$ cat src/rtl/eyeriss_pkg.sv
// Shared definitions for the Eyeriss-style accelerator datapath blocks.
//   DATA_W        psum / ofmap word width
//   ADDR_W        ofmap SRAM address width
//   ROW_W         out_psum row-index width (p*t max)
//   COL_W         out_psum column-index width (E*F max)
//   drain_state_e ofmap_drain controller states
package eyeriss_pkg;

  localparam int DATA_W = 16;
  localparam int ADDR_W = 16;
  localparam int ROW_W  = 10;
  localparam int COL_W  = 16;

  typedef enum logic [2:0] {
    IDLE,
    CFG,
    READ,
    FLUSH,
    DONE
  } drain_state_e;

endpackage

$ cat src/rtl/drain_skid_fifo.sv
// Two-entry FIFO that buffers returned psum words (with their ofmap address)
// between the out_psum read port and the ofmap SRAM write port.
// The head entry is presented combinationally from a register.
//   clk, rst   clock, synchronous active-high reset (clears occupancy only)
//   i_push     write i_data this cycle (never asserted while full without a pop)
//   i_data     entry to store
//   i_pop      remove head this cycle (only asserted when o_count != 0)
//   o_head     current head entry
//   o_count    occupancy, 0..2
module drain_skid_fifo #(
  parameter int WIDTH = 32
) (
  input  logic             clk,
  input  logic             rst,
  input  logic             i_push,
  input  logic [WIDTH-1:0] i_data,
  input  logic             i_pop,
  output logic [WIDTH-1:0] o_head,
  output logic [1:0]       o_count
);

  logic [WIDTH-1:0] r_mem0;
  logic [WIDTH-1:0] r_mem1;
  logic [1:0]       r_count;

  always_ff @(posedge clk) begin
    if (rst) begin
      r_count <= 2'd0;
    end else begin
      r_count <= r_count + {1'b0, i_push} - {1'b0, i_pop};
    end
  end

  // r_mem0 is always the head; on a pop the second slot shifts forward.
  always_ff @(posedge clk) begin
    if (i_pop) begin
      if (r_count == 2'd2) begin
        r_mem0 <= r_mem1;
        if (i_push) begin
          r_mem1 <= i_data;
        end
      end else if (i_push) begin
        r_mem0 <= i_data;
      end
    end else if (i_push) begin
      if (r_count == 2'd0) begin
        r_mem0 <= i_data;
      end else begin
        r_mem1 <= i_data;
      end
    end
  end

  assign o_head  = r_mem0;
  assign o_count = r_count;

endmodule

$ cat src/rtl/ofmap_drain.sv
// Drains finished partial sums from the pe_array out_psum buffer into the
// ofmap SRAM in channel-major raster order (channel, then row j, then col k).
//   clk, rst         clock, synchronous active-high reset
//   start            1-cycle pulse: pass finished, begin drain (ignored while busy)
//   p, t, R, S, H, W conv parameters (rows per filter set, filter sets, filter
//                    height/width, ifmap height/width)
//   relu_en          clamp negative psums to zero
//   ofmap_base       ofmap base address
//   psum_rd_*        out_psum read port; data returns one cycle after psum_rd_en
//   ofmap_wr_*       ofmap write port; a word moves when wr_en & wr_ready
//   busy             high from the CFG cycle to the last transfer
//   done             1-cycle pulse after the last transfer
//   cfg_err          1-cycle pulse when the config is illegal (nothing drained)
module ofmap_drain #(
  parameter int DATA_W = eyeriss_pkg::DATA_W,
  parameter int ROW_W  = eyeriss_pkg::ROW_W,
  parameter int COL_W  = eyeriss_pkg::COL_W,
  parameter int ADDR_W = eyeriss_pkg::ADDR_W
) (
  input  logic              clk,
  input  logic              rst,
  input  logic              start,
  input  logic [4:0]        p,
  input  logic [4:0]        t,
  input  logic [4:0]        R,
  input  logic [4:0]        S,
  input  logic [15:0]       H,
  input  logic [15:0]       W,
  input  logic              relu_en,
  input  logic [ADDR_W-1:0] ofmap_base,
  output logic              psum_rd_en,
  output logic [ROW_W-1:0]  psum_rd_row,
  output logic [COL_W-1:0]  psum_rd_col,
  input  logic [DATA_W-1:0] psum_rd_data,
  output logic              ofmap_wr_en,
  output logic [ADDR_W-1:0] ofmap_wr_addr,
  output logic [DATA_W-1:0] ofmap_wr_data,
  input  logic              ofmap_wr_ready,
  output logic              busy,
  output logic              done,
  output logic              cfg_err
);
  import eyeriss_pkg::*;

  localparam int FIFO_W = DATA_W + ADDR_W;

  function automatic logic signed [DATA_W-1:0] relu_fn(input logic signed [DATA_W-1:0] v,
                                                       input logic en);
    return (en && (v < 0)) ? '0 : v;
  endfunction

  drain_state_e r_state;
  logic         r_busy;
  logic         r_done;
  logic         r_cfg_err;
  logic         r_relu;

  logic [15:0]      r_e_m1;
  logic [15:0]      r_f_m1;
  logic [ROW_W-1:0] r_c_m1;
  logic [4:0]       r_p;

  logic [ROW_W-1:0]  r_ch;
  logic [4:0]        r_ipos;
  logic [ROW_W-1:0]  r_grp;
  logic [ROW_W-1:0]  r_row;
  logic [15:0]       r_j;
  logic [15:0]       r_k;
  logic [COL_W-1:0]  r_col;
  logic [ADDR_W-1:0] r_addr;

  logic              vld_p1;
  logic [ADDR_W-1:0] r_addr_p1;

  logic                     w_illegal;
  logic                     w_last_rd;
  logic                     w_rd_en;
  logic                     w_pop;
  logic [2:0]               w_occ;
  logic [ROW_W-1:0]         w_grp_nxt;
  logic signed [DATA_W-1:0] w_psum_p1;
  logic [FIFO_W-1:0]        w_head;
  logic [1:0]               w_count;

  assign w_illegal = ({11'd0, R} > H) || ({11'd0, S} > W) || (p == 5'd0) || (t == 5'd0);
  assign w_last_rd = (r_ch == r_c_m1) && (r_j == r_e_m1) && (r_k == r_f_m1);
  assign w_grp_nxt = r_grp + ROW_W'(r_p);

  // Words already buffered plus the one returning this cycle. A word leaving
  // through the write port in the same cycle frees its slot immediately,
  // which is what lets the drain sustain one word per cycle.
  assign w_occ   = {1'b0, w_count} + {2'b00, vld_p1};
  assign w_pop   = ofmap_wr_en && ofmap_wr_ready;
  assign w_rd_en = (r_state == READ) && ((w_occ < 3'd2) || ((w_occ == 3'd2) && w_pop));

  always_ff @(posedge clk) begin
    if (rst) begin
      r_state   <= IDLE;
      r_busy    <= 1'b0;
      r_done    <= 1'b0;
      r_cfg_err <= 1'b0;
      r_relu    <= 1'b0;
      vld_p1    <= 1'b0;
      r_e_m1    <= '0;
      r_f_m1    <= '0;
      r_c_m1    <= '0;
      r_p       <= '0;
      r_ch      <= '0;
      r_ipos    <= '0;
      r_grp     <= '0;
      r_row     <= '0;
      r_j       <= '0;
      r_k       <= '0;
      r_col     <= '0;
      r_addr    <= '0;
    end else begin
      r_done    <= 1'b0;
      r_cfg_err <= 1'b0;
      vld_p1    <= w_rd_en;
      case (r_state)
        IDLE: begin
          if (start) begin
            r_busy    <= 1'b1;
            r_cfg_err <= w_illegal;
            r_state   <= CFG;
          end
        end
        CFG: begin
          // r_cfg_err is high exactly in the CFG cycle of a rejected start.
          if (r_cfg_err) begin
            r_busy  <= 1'b0;
            r_state <= IDLE;
          end else begin
            r_e_m1  <= H - {11'd0, R};
            r_f_m1  <= W - {11'd0, S};
            r_c_m1  <= ROW_W'(p) * ROW_W'(t) - ROW_W'(1);
            r_p     <= p;
            r_relu  <= relu_en;
            r_ch    <= '0;
            r_ipos  <= '0;
            r_grp   <= '0;
            r_row   <= ROW_W'(p) - ROW_W'(1);
            r_j     <= '0;
            r_k     <= '0;
            r_col   <= '0;
            r_addr  <= ofmap_base;
            r_state <= READ;
          end
        end
        READ: begin
          if (w_rd_en) begin
            r_addr <= r_addr + ADDR_W'(1);
            if (r_k == r_f_m1) begin
              r_k <= '0;
              if (r_j == r_e_m1) begin
                r_j   <= '0;
                r_col <= '0;
                r_ch  <= r_ch + ROW_W'(1);
                // Rows run backwards inside each p-group: p-1 .. 0, then the
                // next group starts at its own top row.
                if (r_ipos == r_p - 5'd1) begin
                  r_ipos <= '0;
                  r_grp  <= w_grp_nxt;
                  r_row  <= w_grp_nxt + ROW_W'(r_p) - ROW_W'(1);
                end else begin
                  r_ipos <= r_ipos + 5'd1;
                  r_row  <= r_row - ROW_W'(1);
                end
              end else begin
                r_j   <= r_j + 16'd1;
                r_col <= r_col + COL_W'(1);
              end
            end else begin
              r_k   <= r_k + 16'd1;
              r_col <= r_col + COL_W'(1);
            end
            if (w_last_rd) begin
              r_state <= FLUSH;
            end
          end
        end
        FLUSH: begin
          if (w_pop && (w_count == 2'd1) && !vld_p1) begin
            r_busy  <= 1'b0;
            r_done  <= 1'b1;
            r_state <= DONE;
          end
        end
        DONE: begin
          r_state <= IDLE;
        end
        default: begin
          r_state <= IDLE;
        end
      endcase
    end
  end

  // ---- p0 -> p1: read issued, address travels with the returning word ----
  always_ff @(posedge clk) begin
    if (w_rd_en) begin
      r_addr_p1 <= r_addr;
    end
  end

  // ---- p1: read data returns, ReLU applied, word enters the FIFO ----
  assign w_psum_p1 = relu_fn(psum_rd_data, r_relu);

  drain_skid_fifo #(
    .WIDTH (FIFO_W)
  ) u_fifo (
    .clk     (clk),
    .rst     (rst),
    .i_push  (vld_p1),
    .i_data  ({r_addr_p1, w_psum_p1}),
    .i_pop   (w_pop),
    .o_head  (w_head),
    .o_count (w_count)
  );

  // ---- p2: FIFO head drives the ofmap write port ----
  assign psum_rd_en    = w_rd_en;
  assign psum_rd_row   = w_rd_en ? r_row : '0;
  assign psum_rd_col   = w_rd_en ? r_col : '0;
  assign ofmap_wr_en   = (w_count != 2'd0);
  assign ofmap_wr_addr = ofmap_wr_en ? w_head[FIFO_W-1:DATA_W] : '0;
  assign ofmap_wr_data = ofmap_wr_en ? w_head[DATA_W-1:0] : '0;
  assign busy          = r_busy;
  assign done          = r_done;
  assign cfg_err       = r_cfg_err;

endmodule

$ cat config.mk
export PLATFORM = sky130hd
export DESIGN_NAME = ofmap_drain
export DESIGN_NICKNAME = d
export VERILOG_FILES = /design/src/rtl/eyeriss_pkg.sv /design/src/rtl/drain_skid_fifo.sv /design/src/rtl/ofmap_drain.sv
export SDC_FILE = /design/constraint.sdc
export NUM_CORES = 1
export LEC_CHECK = 0
export BUFFER_PORTS_ARGS = -buffer_cell sky130_fd_sc_hd__buf_4
export CAP_MARGIN = 5
export CORE_AREA = 2 2 115 228
export DETAILED_ROUTE_END_ITERATION = 12
export DIE_AREA = 0 0 117 230
export PLACE_DENSITY = 0.88
export SYNTH_ARGS = -nofsm -noshare
export SYNTH_HDL_FRONTEND = slang
export SYNTH_SLANG_ARGS = --single-unit
$ cat constraint.sdc
create_clock -name clk -period 3.9 [get_ports clk]
set_input_delay 0.78 -clock clk [delete_from_list [all_inputs] [get_ports clk]]
set_output_delay 0.78 -clock clk [all_outputs]
set_load 0.005 [all_outputs]
### Yosys cells after proc, flatten, opt, wreduce, memory -nomap -nowiden

Index checks and enable logic that the tools add are counted.

* register bits: 236

* reduce and logical (&&, ||, !) cells: 34
* bitwise logic cells: 4
* equal/unequal tests: 22
* mux-type cells: 62
* $lt $le $gt $ge: 4
* multipliers: 1
* add/subtract/negate cells: 18

Operator list (count)
* $mux 32: 9
* $mux 16: 15
* $mux 10: 14
* $pmux 16 s2: 4
* $add 16x1->16 const B: 4
* $pmux 10 s2: 3
* $eq 16x16->1: 2
* $gt 5x16->1: 2
* $sub 16x5->16: 2
* $sub 10x1->10 const B: 3
* $mux 5: 5
* $add 10x5->10: 2
* $ne 2x2->1 const B: 9
* $lt 16x1->1 const B: 1
* $reduce_and 4->1: 4
* $mux 3: 4
* $pmux 3 s4: 1
* $add 10x1->10 const B: 1
* $eq 10x10->1: 1
* $logic_not 5->1: 2
* $mul 5x5->10: 1
* $pmux 5 s2: 1
* $reduce_bool 2->1: 5
* $eq 3x2->1 const B: 3
* other kinds (28): 47

### Depth between registers and ports, before layout

Gate-level depths: netlist (run 1).

* depth in word-level cells: 8
* mapped depth: 17
* mapped depth without buffers: 16

### Modules after synthesis

A second synthesis (run 1) with hierarchy kept.

* cell total of the unflattened synthesis: 1430
* area, all modules: 13382.8 µm²

By module, submodules not included
* ofmap_drain: seq. area each 3563.4 µm², times used 1, area each 10771.6 µm², cells an instance 1312
* drain_skid_fifo: seq. area each 1961.9 µm², times used 1, area each 2611.3 µm², cells an instance 118

### Worst setup path after synthesis (run 1)

Ideal clock, no wire load.

* path type: in2reg
* from: in p[2]
* to: reg r_c_m1[9]
* cell stages on the path: 14
* arrival time: 3.967 ns
* slack: -0.152 ns
* cell sequence: clkbuf_1 > and2_1 > fa_1 > inv_1 > fa_1 > fa_1 > inv_1 > ha_1 > a21oi_1 > o21bai_1 > a21oi_1 > o21ai_0 > xnor2_1 > a211oi_1

* longest elaborated chain between the ends: 2

RTL lines
* start: declaration: line ofmap_drain.sv:23 `input logic [4:0] p,`
* $mul 5x5->10: line ofmap_drain.sv:136 `r_c_m1 <= ROW_W'(p) * ROW_W'(t) - ROW_W'(1);`
* $sub 10x1->10: line ofmap_drain.sv:136
* end signal: assignment: line ofmap_drain.sv:136
* end: declaration: line ofmap_drain.sv:60 `logic [ROW_W-1:0] r_c_m1;`

No other way between the ends.
A chain may end at the register's enable or synchronous reset.

### Worst setup path after layout (run 1)

* from: reg r_p[0]
* to: reg r_row[6]

* longest elaborated chain between the ends: 8

RTL lines
* start: declaration: line ofmap_drain.sv:61 `logic [4:0] r_p;`
* start signal: assignment: line ofmap_drain.sv:137 `r_p <= p;`
* $add 10x5->10: line ofmap_drain.sv:87 `assign w_grp_nxt = r_grp + ROW_W'(r_p);`
* $add 10x5->10: line ofmap_drain.sv:164 `r_row <= w_grp_nxt + ROW_W'(r_p) - ROW_W'(1);`
* $sub 10x1->10: line ofmap_drain.sv:164
* $mux 10 (*): line ofmap_drain.sv:161 `if (r_ipos == r_p - 5'd1) begin`
* $mux 10 (*): line ofmap_drain.sv:155 `if (r_j == r_e_m1) begin`
* $mux 10 (*): line ofmap_drain.sv:153 `if (r_k == r_f_m1) begin`
* $mux 10 (*): line ofmap_drain.sv:151 `if (w_rd_en) begin`
* $pmux 10 s2 (*): line ofmap_drain.sv:120 `case (r_state)`
* end signal: assignment: line ofmap_drain.sv:142 `r_row <= ROW_W'(p) - ROW_W'(1);`
* end signal: assignment: line ofmap_drain.sv:164
* end signal: assignment: line ofmap_drain.sv:167 `r_row <= r_row - ROW_W'(1);`
* end: declaration: line ofmap_drain.sv:66 `logic [ROW_W-1:0] r_row;`

Mark *: on every way between the ends. The rest lies on a longest branch, timed or not. The select of a mux whose other input is x is not followed.

==> results of run 1 <==
==> worst paths after layout <==
kind	depth (start not counted)	slack, ns	end	startpoint
setup / recovery	15	0.30	r_row[6]	r_p[0]
hold reg to reg	0	0.46	u_fifo.r_mem1[18]	r_addr_p1[2]
hold / removal	0	0.46	u_fifo.r_mem1[18]	r_addr_p1[2]
setup reg to reg	15	0.30	r_row[6]	r_p[0]
==> layer usage <==
metal | vias to the layer above | wire length, um | part of all wire
met1 | 5149 | 11000 | 0.34
met4 | 0 | 1800 | 0.056
met5 | - | 0 | 0
li1 | 5293 | - | -
met3 | 131 | 1700 | 0.053
met2 | 342 | 17600 | 0.55
==> Yosys cell counts, types with 4 or more instances <==
master,n,area (sq um)
o21bai_1,5,37.5
nand2_1,138,518
buf_2,16,80.1
edfxtp_1,80,2400
or3_1,8,50.1
xnor2_1,70,613
nand3_1,36,180
nor3_1,25,125
a31oi_1,4,25.0
a22oi_1,4,30.0
a21o_1,8,60.1
and2_1,62,388
dfxtp_1,156,3120
clkbuf_1,44,165
o2bb2ai_1,5,43.8
a311oi_1,10,87.6
inv_1,86,323
fa_1,16,320
nor2b_1,6,37.5
a21oi_1,62,310
nor4_1,14,87.6
nand4_1,26,163
a21boi_0,4,30.0
a221oi_1,11,96.3
and3_1,42,263
buf_1,7,26.3
ha_1,61,763
nor2_1,159,597
mux2i_1,13,130
mux2_2,32,360
o21ai_0,39,195
or2_2,5,31.3
xor2_1,83,727
a211oi_1,27,203
nand2b_1,13,81.3
==> metrics by stage <==
step                      TNS, ns  instances
after detailed placement   -0.361       1899
final                           0       1937
after global routing            0       1937
after CTS                       0       1936
after floorplan           -0.0253       1450
after global placement     -0.105       1899
==> flip-flops by register name, summed over array words and instances (netlist names), 10 cells and up <==
signal / count
r_j: 16
r_addr_p1: 16
r_e_m1: 16
r_ch: 10
r_c_m1: 10
r_grp: 10
r_addr: 16
r_row: 10
u_fifo.o_head: 32
u_fifo.r_mem1: 32
r_k: 16
r_col: 16
r_f_m1: 16
==> final cells by class <==
cell class / count / area (sq um)
flip-flops and latches: 236 / 5530
fillers: 2058 / 9580
diodes: 1 / 2.50
inverters: 87 / 327
repair buffers: 183 / 1370
multi-input cells: 1057 / 7250
well taps: 336 / 420
clock buffers: 29 / 586
clock inverters: 8 / 73.8
==> critical path: cells and delay by family (launching register included) <==
| kind | cells | cell delay [ns] |
|---|---|---|
| adder cells (fa/ha/maj) | 4 | 1.25 |
| AO/OA/AOI/OAI | 5 | 0.91 |
| AND/OR/NAND/NOR | 2 | 0.54 |
| flip-flops | 1 | 0.32 |
| XOR/XNOR | 2 | 0.30 |
| multiplexers | 1 | 0.13 |
| buffers and inverters | 1 | 0.07 |
==> logic make-up (layout without fill, tap and decap cells) <==
logic type / Yosys count / count (layout) / share of synthesized area
and+or+nand+nor: 564 / 564 / 0.210
AOI/OAI and AO/OA: 218 / 218 / 0.112
other: 0 / 1 / 0
adders and majority gates: 77 / 77 / 0.0811
xor gates and xnor gates: 153 / 153 / 0.100
muxes: 45 / 45 / 0.0367
buffers and inverters: 157 / 307 / 0.0464
DFF: 236 / 236 / 0.413
==> where the power goes <==
part / internal, mW / switching, mW / leakage, nW
clock: 1.12 / 0.913 / 0.319
combinational: 1.23 / 1.56 / 4.05
sequential: 2.92 / 0.268 / 2.00
==> timing repair <==
item                                   4_1_cts  5_1_grt
hold buffers                                 0        0
endpoints found under the hold margin        0        0
setup endpoints to repair                    0        1
gates resized for setup                      0        2
==> flow_summary.yaml, run 1 <==
cts:
  cts_setup_buffers: 0
  cts_root_buf: "clkbuf_16"
  cts_buffer_depth: 3
  cts_tree: "yes"
  clk_pin_slew_worst_paths_ns: 0.07
  clk_latency_ns: 0.52
  htree_levels: 1
  cts_buffers: 21
  numClockSinks: 236
yosys:
  ys.flop_type: "dfxtp_1"
  ys_warn_count: 0
  synth_edf_count: 80
  synth_nets: 1616
  synth.avg_cell_area_sq_um: 9.22
  syn_inst: 1450
  netlist_area_sq_um: 13400
  ys_seq_area_frac: 0.413
  synth.distinct_cells: 81
  synth_seq_cells: 236
  synthArstFlopShare: 0
critical_path:
  cp_max_fo: 5
  critPathKind: "flop to flop"
  slowest_delay_ns: 0.47
  cpMaxStageDelayCell: "or4_1"
  end_kind: "flop"
  worstSetupStartpointType: "flop"
  crit_required_ns: 4.33
  path_cells: "ha_1 > fa_1 > a21oi_2 > o21bai_1 > xnor2_2 > ha_2 > inv_1 > ha_1 > a21o_1 > or4_1 > o211ai_1 > xnor2_1 > mux2i_1 > nand2_1 > a221oi_1"
  crit_top_cell: "ha_1"
  cp_data_arrival_time_ns: 4.03
global_route:
  grt_max_degree: 89
  antenna_found_initial: 1
  use_met1: 0.230
  grt-busiest-layer: "met2"
  grtUsageTotal: 0.238
  grt_pass1_vias: 11100
  grt_pass1_wl_mm: 51.8
  gr-usage-met3: 0.0380
  globalRouteMet2Util: 0.453
  overflow: 0
final_layout:
  final_layout_size_suffix_gt1_frac: 0.174
  fin_area_sq_um: 15600
  mostFrequentLayoutCell: "buf_4"
  layout.nets: 1752
  area_delta_synth_final_pct: 16.4
  fin_util: 0.619
  most-common-layout-cells: "buf_4, nor2_1, dfxtp_1, nand2_1, inv_1"
power:
  ir_drop_uv: 271
  power_density_nw_per_um2: 515
  power_mw: 8.01
  power.leakage_nw: 6.36
floorplan:
  dieArea_sq_um: 26900
  rows: 82
  ios: 152
  die_w_um: 117
  start_util: 0.532
  core_area_sq_um: 25100
  die_y_um: 230
placed_design:
  place_congestion: 0.933
  dp_worst_setup_slack_ns: -0.138
  post-dp-hpwl_mm: 23.8
  io_buffers: 151
  placed_area_sq_um: 14900
detailed_routing:
  wl_per_cell_um: 16.6
  wl_mm: 32.1
  vias: 10900
  drt_iter0_drc: 727
  drt-pass1-iter-count: 4
  ant_nets: 0
  avgViaCountPerCell: 5.64
  drc: 0
timing:
  maxSlewHeadroom: 0.158
  tightest_slew_ns: 1.26
  max_freq_ghz: 0.277
  drv_slew: 0
  hold_viol_final: 0
  finalCritPeriodShare: 0.924
  fin_skew_ns: 0.0231
  fin_hold_ws_ns: 0.457
  final.min_clock_period_ns: 3.60
  setup_slack_ns: 0.295
  grt_setup_unrepaired: "false"
  finalSetupViolCount: 0
hold_path:
  hp-class: "flop to flop"
job:
  cap_viol_max_count: 0
run_status:
  run_status: "completed"
Power figures use the tool's default switching activity.
==> run 2, diff against run 1 <==
- HOLD_SLACK_MARGIN: not set -> 0.06
- PLACE_DENSITY: 0.88 -> 0.76
==> run 2 against run 1 <==
  * Critical path depth unchanged
  * Setup slack worse by 0.053 ns
  * Clock-buffer cell count shrank 3
  * Critical endpoint unchanged
  * Largest power group unchanged
==> flow_summary.yaml, run 2 (synthesized netlist as in run 1, its figures left out) <==
final_layout:
  fin_area_sq_um: 15600
  final_layout_size_suffix_gt1_frac: 0.176
  diodes: 0
  fillers: 2174
  final-seq-area_sq_um: 5530
  fin_util: 0.620
  mostFrequentLayoutCell: "buf_4"
  multi_input_area_sq_um: 7250
  layout.nets: 1754
  most-common-layout-cells: "buf_4, nor2_1, dfxtp_1, nand2_1, inv_1"
  area_delta_synth_final_pct: 16.6
  finalNonFillerCells: 1939
global_route:
  grtUsageTotal: 0.232
  grt_max_degree: 89
  grt_pass1_vias: 10800
  antenna_found_initial: 0
  grt_pass1_wl_mm: 50.8
  overflow: 0
detailed_routing:
  wl_per_cell_um: 16.0
  ant_nets: 0
  drc: 0
  vias: 10600
  drt-pass1-iter-count: 5
  drt_iter0_drc: 540
  avgViaCountPerCell: 5.48
  wl_mm: 31.0
critical_path:
  worstSetupStartpointType: "flop"
  cpMaxStageDelayCell: "or4_1"
  rrSetupSlack_ns: 0.24
  cp_max_fo: 6
  end_kind: "flop"
  critPathKind: "flop to flop"
  critical_path_buf_inv_count: 1
  slowest_delay_ns: 0.47
  path_cells: "ha_2 > fa_2 > a21oi_4 > o21bai_1 > xnor2_1 > ha_2 > inv_1 > ha_1 > a21o_1 > or4_1 > o211ai_1 > xnor2_1 > mux2i_1 > nand2_1 > a221oi_1"
  critPathTopFamily: "adder cells"
  crit_required_ns: 4.33
  cp_data_arrival_time_ns: 4.09
timing:
  hold_viol_final: 0
  drv_slew: 0
  setup_slack_ns: 0.242
  fin_skew_ns: 0.0272
  tightest_slew_ns: 0.943
  final.min_clock_period_ns: 3.66
  grt_setup_unrepaired: "false"
  max_freq_ghz: 0.273
  finalSetupViolCount: 0
  maxSlewHeadroom: 0.371
  finalCritPeriodShare: 0.938
placed_design:
  place_congestion: 0.901
  placed_area_sq_um: 14900
  io_buffers: 151
  post-dp-hpwl_mm: 23.7
  post-place-cells: 1901
  dp_worst_setup_slack_ns: -0.105
cts:
  cts_buffer_depth: 3
  cts_buffers: 21
  htree_levels: 1
  cts_root_buf: "clkbuf_16"
  clk_latency_ns: 0.52
  clk_pin_slew_worst_paths_ns: 0.07
  cts_tree: "yes"
  numClockSinks: 236
floorplan:
  ios: 152
  rows: 82
  die_w_um: 117
  dieArea_sq_um: 26900
  die_y_um: 230
  core_area_sq_um: 25100
  start_util: 0.532
run_status:
  run_status: "completed"
power:
  power.leakage_nw: 6.38
  ir_drop_uv: 389
  power_density_nw_per_um2: 512
job:
  cap_viol_max_count: 0
hold_path:
  hp-class: "flop to flop"
run 2: cell types whose count changed in the layout (fill, tap and decap cells not counted), sizes merged:
| cell | change |
|---|---|
| inv | +1 |
| clkbuf | -3 |
| buf | +2 |
| bufinv | +1 |
| clkinvlp | -2 |
| clkinv | +4 |
| diode | -1 |
run 2: worst paths after layout:
| path | startpoint | to | cells after the start |
|---|---|---|---|
| worst min register to register | r_addr_p1[4] | u_fifo.r_mem1[20] | 0 |
| worst max register to register | r_p[0] | r_row[6] | 15 |
| worst min-delay path | r_addr_p1[4] | u_fifo.r_mem1[20] | 0 |
| worst max-delay path | r_p[0] | r_row[6] | 15 |
run 2: cell type report:
class / instances / share of cell area
Tap cell: 336 / 0.0270
Clock buffer: 26 / 0.0352
Timing Repair Buffer: 185 / 0.0891
Multi-Input combinational cell: 1057 / 0.466
Clock inverter: 12 / 0.00739
Inverter: 87 / 0.0210
Sequential cell: 236 / 0.355
run 2: power by group:
part / leakage [nW] / total [mW] / switching, mW / internal (mW)
registers: 2.00 / 3.19 / 0.266 / 2.92
clock network: 0.332 / 2.05 / 0.909 / 1.14
logic: 4.06 / 2.75 / 1.51 / 1.23
run 2: metrics by stage:
step,setup TNS (ns),total power [mW],hold WS [ns]
final,0,7.98,0.448
after global routing,0,8.52,0.469
after CTS,0,8.05,0.447
after detailed placement,-0.276,6.00,0.442
after global placement,-0.0856,5.90,0.433
after floorplan,-0.0253,5.10,0.422
run 2: worst register-to-register path, delay by kind of cell (launching register included):
family / cells / cell delay [ns]
adder cells (fa/ha/maj): 4 / 1.22
AO/OA/AOI/OAI: 5 / 0.92
AND/OR/NAND/NOR: 2 / 0.54
flip-flops: 1 / 0.39
XOR/XNOR: 2 / 0.31
multiplexers: 1 / 0.13
buffers and inverters: 1 / 0.06
run 2: metal layers:
| metal | global-route usage | up-vias | part of all wire |
|---|---|---|---|
| met3 | 0.0279 | 83 | 0.040 |
| li1 | - | 5294 | - |
| met1 | 0.237 | 5003 | 0.36 |
| met4 | 0.108 | 0 | 0.047 |
| met5 | 0 | - | 0 |
| met2 | 0.448 | 254 | 0.55 |
run 2: repair_timing:
item                                    4_1_cts  5_1_grt
resized for setup                             0        4
hold buffers                                  0        0
setup buffers                                 0        0
endpoints found under the setup margin        0        1
==> run 3, diff against run 2 <==
- SYNTH_HIERARCHICAL: not set -> 1
==> run 3 against run 2 <==
  * Register-to-register slack improved by 0.04 ns
  * Die area unchanged
  * Design area about the same
  * Clock-buffer cell count unchanged
  * Critical path depth decreased by 1
  * Total power increased by 7.0%
  * Synthesized area increased by 0.15%
==> flow_summary.yaml, run 3 <==
placed_design:
  post-dp-hpwl_mm: 22.2
  place_congestion: 0.890
  io_buffers: 151
  dp_worst_setup_slack_ns: -0.0875
  placed_area_sq_um: 14900
job:
  cap_viol_max_count: 0
yosys:
  synthTopCellsByCount: "dfxtp_1, nor2_1, nand2_1"
  yosys.cell_count.top_type: "dfxtp_1"
  netlist.area_leader.share: 0.233
  syn_inst: 1430
  synth.avg_cell_area_sq_um: 9.36
  ys.flop_type: "dfxtp_1"
  synth_seq_cells: 236
  synth.distinct_cells: 81
  ys_seq_area_frac: 0.413
  synth_area_leaders: "dfxtp_1, edfxtp_1, ha_1"
  synth_edf_count: 80
  synth_nets: 1596
  netlist_area_sq_um: 13400
  synthArstFlopShare: 0
  synth_area_leader_cell: "dfxtp_1"
  ys_warn_count: 6
critical_path:
  critPathKind: "flop to flop"
  rrSetupSlack_ns: 0.28
  cp_data_arrival_time_ns: 4.03
  end_kind: "flop"
  reg2reg_depth: 14
  rr_startpoint: "r_p[0]"
  cp_max_fo: 6
  rr_endpoint: "r_row[8]"
  crit_required_ns: 4.31
  worstSetupStartpointType: "flop"
detailed_routing:
  vias: 10500
  wl_mm: 29.5
  drc: 0
  ant_nets: 0
  wl_per_cell_um: 15.4
  drt-pass1-iter-count: 5
  drt_iter0_drc: 439
  avgViaCountPerCell: 5.46
cts:
  cts_buffer_depth: 3
  cts_buffers: 21
  htree_levels: 1
  cts_tree: "yes"
  cts_root_buf: "clkbuf_16"
  cts_setup_buffers: 0
  numClockSinks: 236
  clk_pin_slew_worst_paths_ns: 0.07
  clk_latency_ns: 0.52
final_layout:
  fin_area_sq_um: 15600
  mostFrequentLayoutCell: "buf_4"
  final_layout_size_suffix_gt1_frac: 0.180
  diodes: 0
  area_delta_synth_final_pct: 16.3
  fillers: 2127
  most-common-layout-cells: "buf_4, dfxtp_1, nor2_1, nand2_1, inv_1"
  layout.nets: 1736
timing:
  maxSlewHeadroom: 0.297
  final.min_clock_period_ns: 3.62
  finalCritPeriodShare: 0.928
  finalSetupViolCount: 0
  tightest_slew_ns: 1.05
  fin_skew_ns: 0.0101
  setup_tns_ns: 0
  hold_viol_final: 0
  max_freq_ghz: 0.276
  setup_slack_ns: 0.280
  fin_hold_ws_ns: 0.456
  drv_slew: 0
  grt_setup_unrepaired: "false"
floorplan:
  core_area_sq_um: 25100
  dieArea_sq_um: 26900
  rows: 82
  die_y_um: 230
  start_util: 0.532
  die_w_um: 117
  ios: 152
power:
  power_mw: 8.54
  ir_drop_uv: 281
  power.leakage_nw: 6.53
  power_density_nw_per_um2: 549
hold_path:
  hp-class: "flop to flop"
  hold-path-cell-count: 0
  hold_path_end: "u_fifo/r_mem1[24]"
  min_from: "r_addr_p1[8]"
global_route:
  grtUsageTotal: 0.221
  antenna_found_initial: 0
  grt_pass1_vias: 10600
  overflow: 0
  grt_max_degree: 97
  grt_pass1_wl_mm: 48.9
run_status:
  run_status: "completed"
-- run 3: changes by cell type after synthesis, moves of 7 or more --
cell / change
a211oi_1: +13
a21oi_1: +19
a221oi_1: -10
buf_2: -8
mux2_2: -28
mux2_4: +30
mux2i_1: -11
nand2_1: -27
nor2_1: -11
nor3_1: +10
o22ai_1: +7
or3_1: +7
xnor2_1: -9
-- run 3: worst max-delay path by stage --
stage                     startpoint        end  slack [ns]  depth (start not counted)
after floorplan                 p[2]  r_c_m1[9]        0.05                         15
after global routing          r_p[0]   r_row[8]        0.05                         14
final                         r_p[0]   r_row[8]        0.28                         14
after global placement          t[2]  r_c_m1[9]       -0.04                         16
after detailed placement        t[2]  r_c_m1[9]       -0.09                         16
after CTS                     r_p[0]   r_row[9]        0.26                         15
-- run 3: cell families (layout without fill, tap and decap cells) --
| kind of cell | after synthesis | in the layout | synth area share |
|---|---|---|---|
| adder cells (fa/ha/maj) | 77 | 77 | 0.0810 |
| AND/OR/NAND/NOR | 541 | 541 | 0.204 |
| flip-flops | 236 | 236 | 0.413 |
| XOR/XNOR | 149 | 149 | 0.102 |
| AO/OA/AOI/OAI | 233 | 233 | 0.112 |
| buffers and inverters | 158 | 312 | 0.0496 |
| multiplexers | 36 | 36 | 0.0385 |
-- run 3: report_power, final --
group	internal, mW	switching (mW)	total (mW)	leakage, nW
Sequential	2.99	0.333	3.33	2.00
Clock	1.12	0.956	2.07	0.324
Combinational	1.39	1.75	3.14	4.21
Total	5.50	3.04	8.54	6.53
-- run 3: routing by layer --
layer / track usage / vias up / wire (um)
li1: - / 5220 / -
met1: 0.241 / 4954 / 11200
met2: 0.420 / 237 / 16100
met3: 0.0250 / 64 / 1170
met4: 0.0882 / 0 / 1000
met5: 0 / - / 0
-- run 3: repair_timing --
| item | in CTS | in global routing |
|---|---|---|
| setup endpoints to repair | 0 | 1 |
| hold buffers | 0 | 0 |
| gates resized for setup | 0 | 1 |
-- run 3: final cells by class --
class | count | area [sq um] | area share
multi-input cells | 1036 | 7230 | 0.465
repair buffers | 183 | 1370 | 0.0883
clock inverters | 11 | 101 | 0.00651
flip-flops and latches | 236 | 5530 | 0.355
well taps | 336 | 420 | 0.0270
inverters | 92 | 345 | 0.0222
clock buffers | 26 | 567 | 0.0364
-- run 3: worst max-delay path: stages, from the launching register on --
cell,delay (ns)
dfxtp_1,0.37
ha_1,0.25
fa_1,0.44
xnor2_1,0.25
ha_1,0.27
inv_1,0.10
ha_1,0.24
a21o_1,0.15
a21oi_1,0.27
nor2b_1,0.10
a221oi_2,0.31
o21bai_1,0.12
mux2_2,0.23
nand4_1,0.12
a221oi_1,0.29
-- run 3: metrics by stage --
step	utilization	std cells
after floorplan	-	1430
after global placement	0.592	1883
after detailed placement	0.592	1883
after CTS	0.619	1920
after global routing	0.619	1920
final	0.619	1920
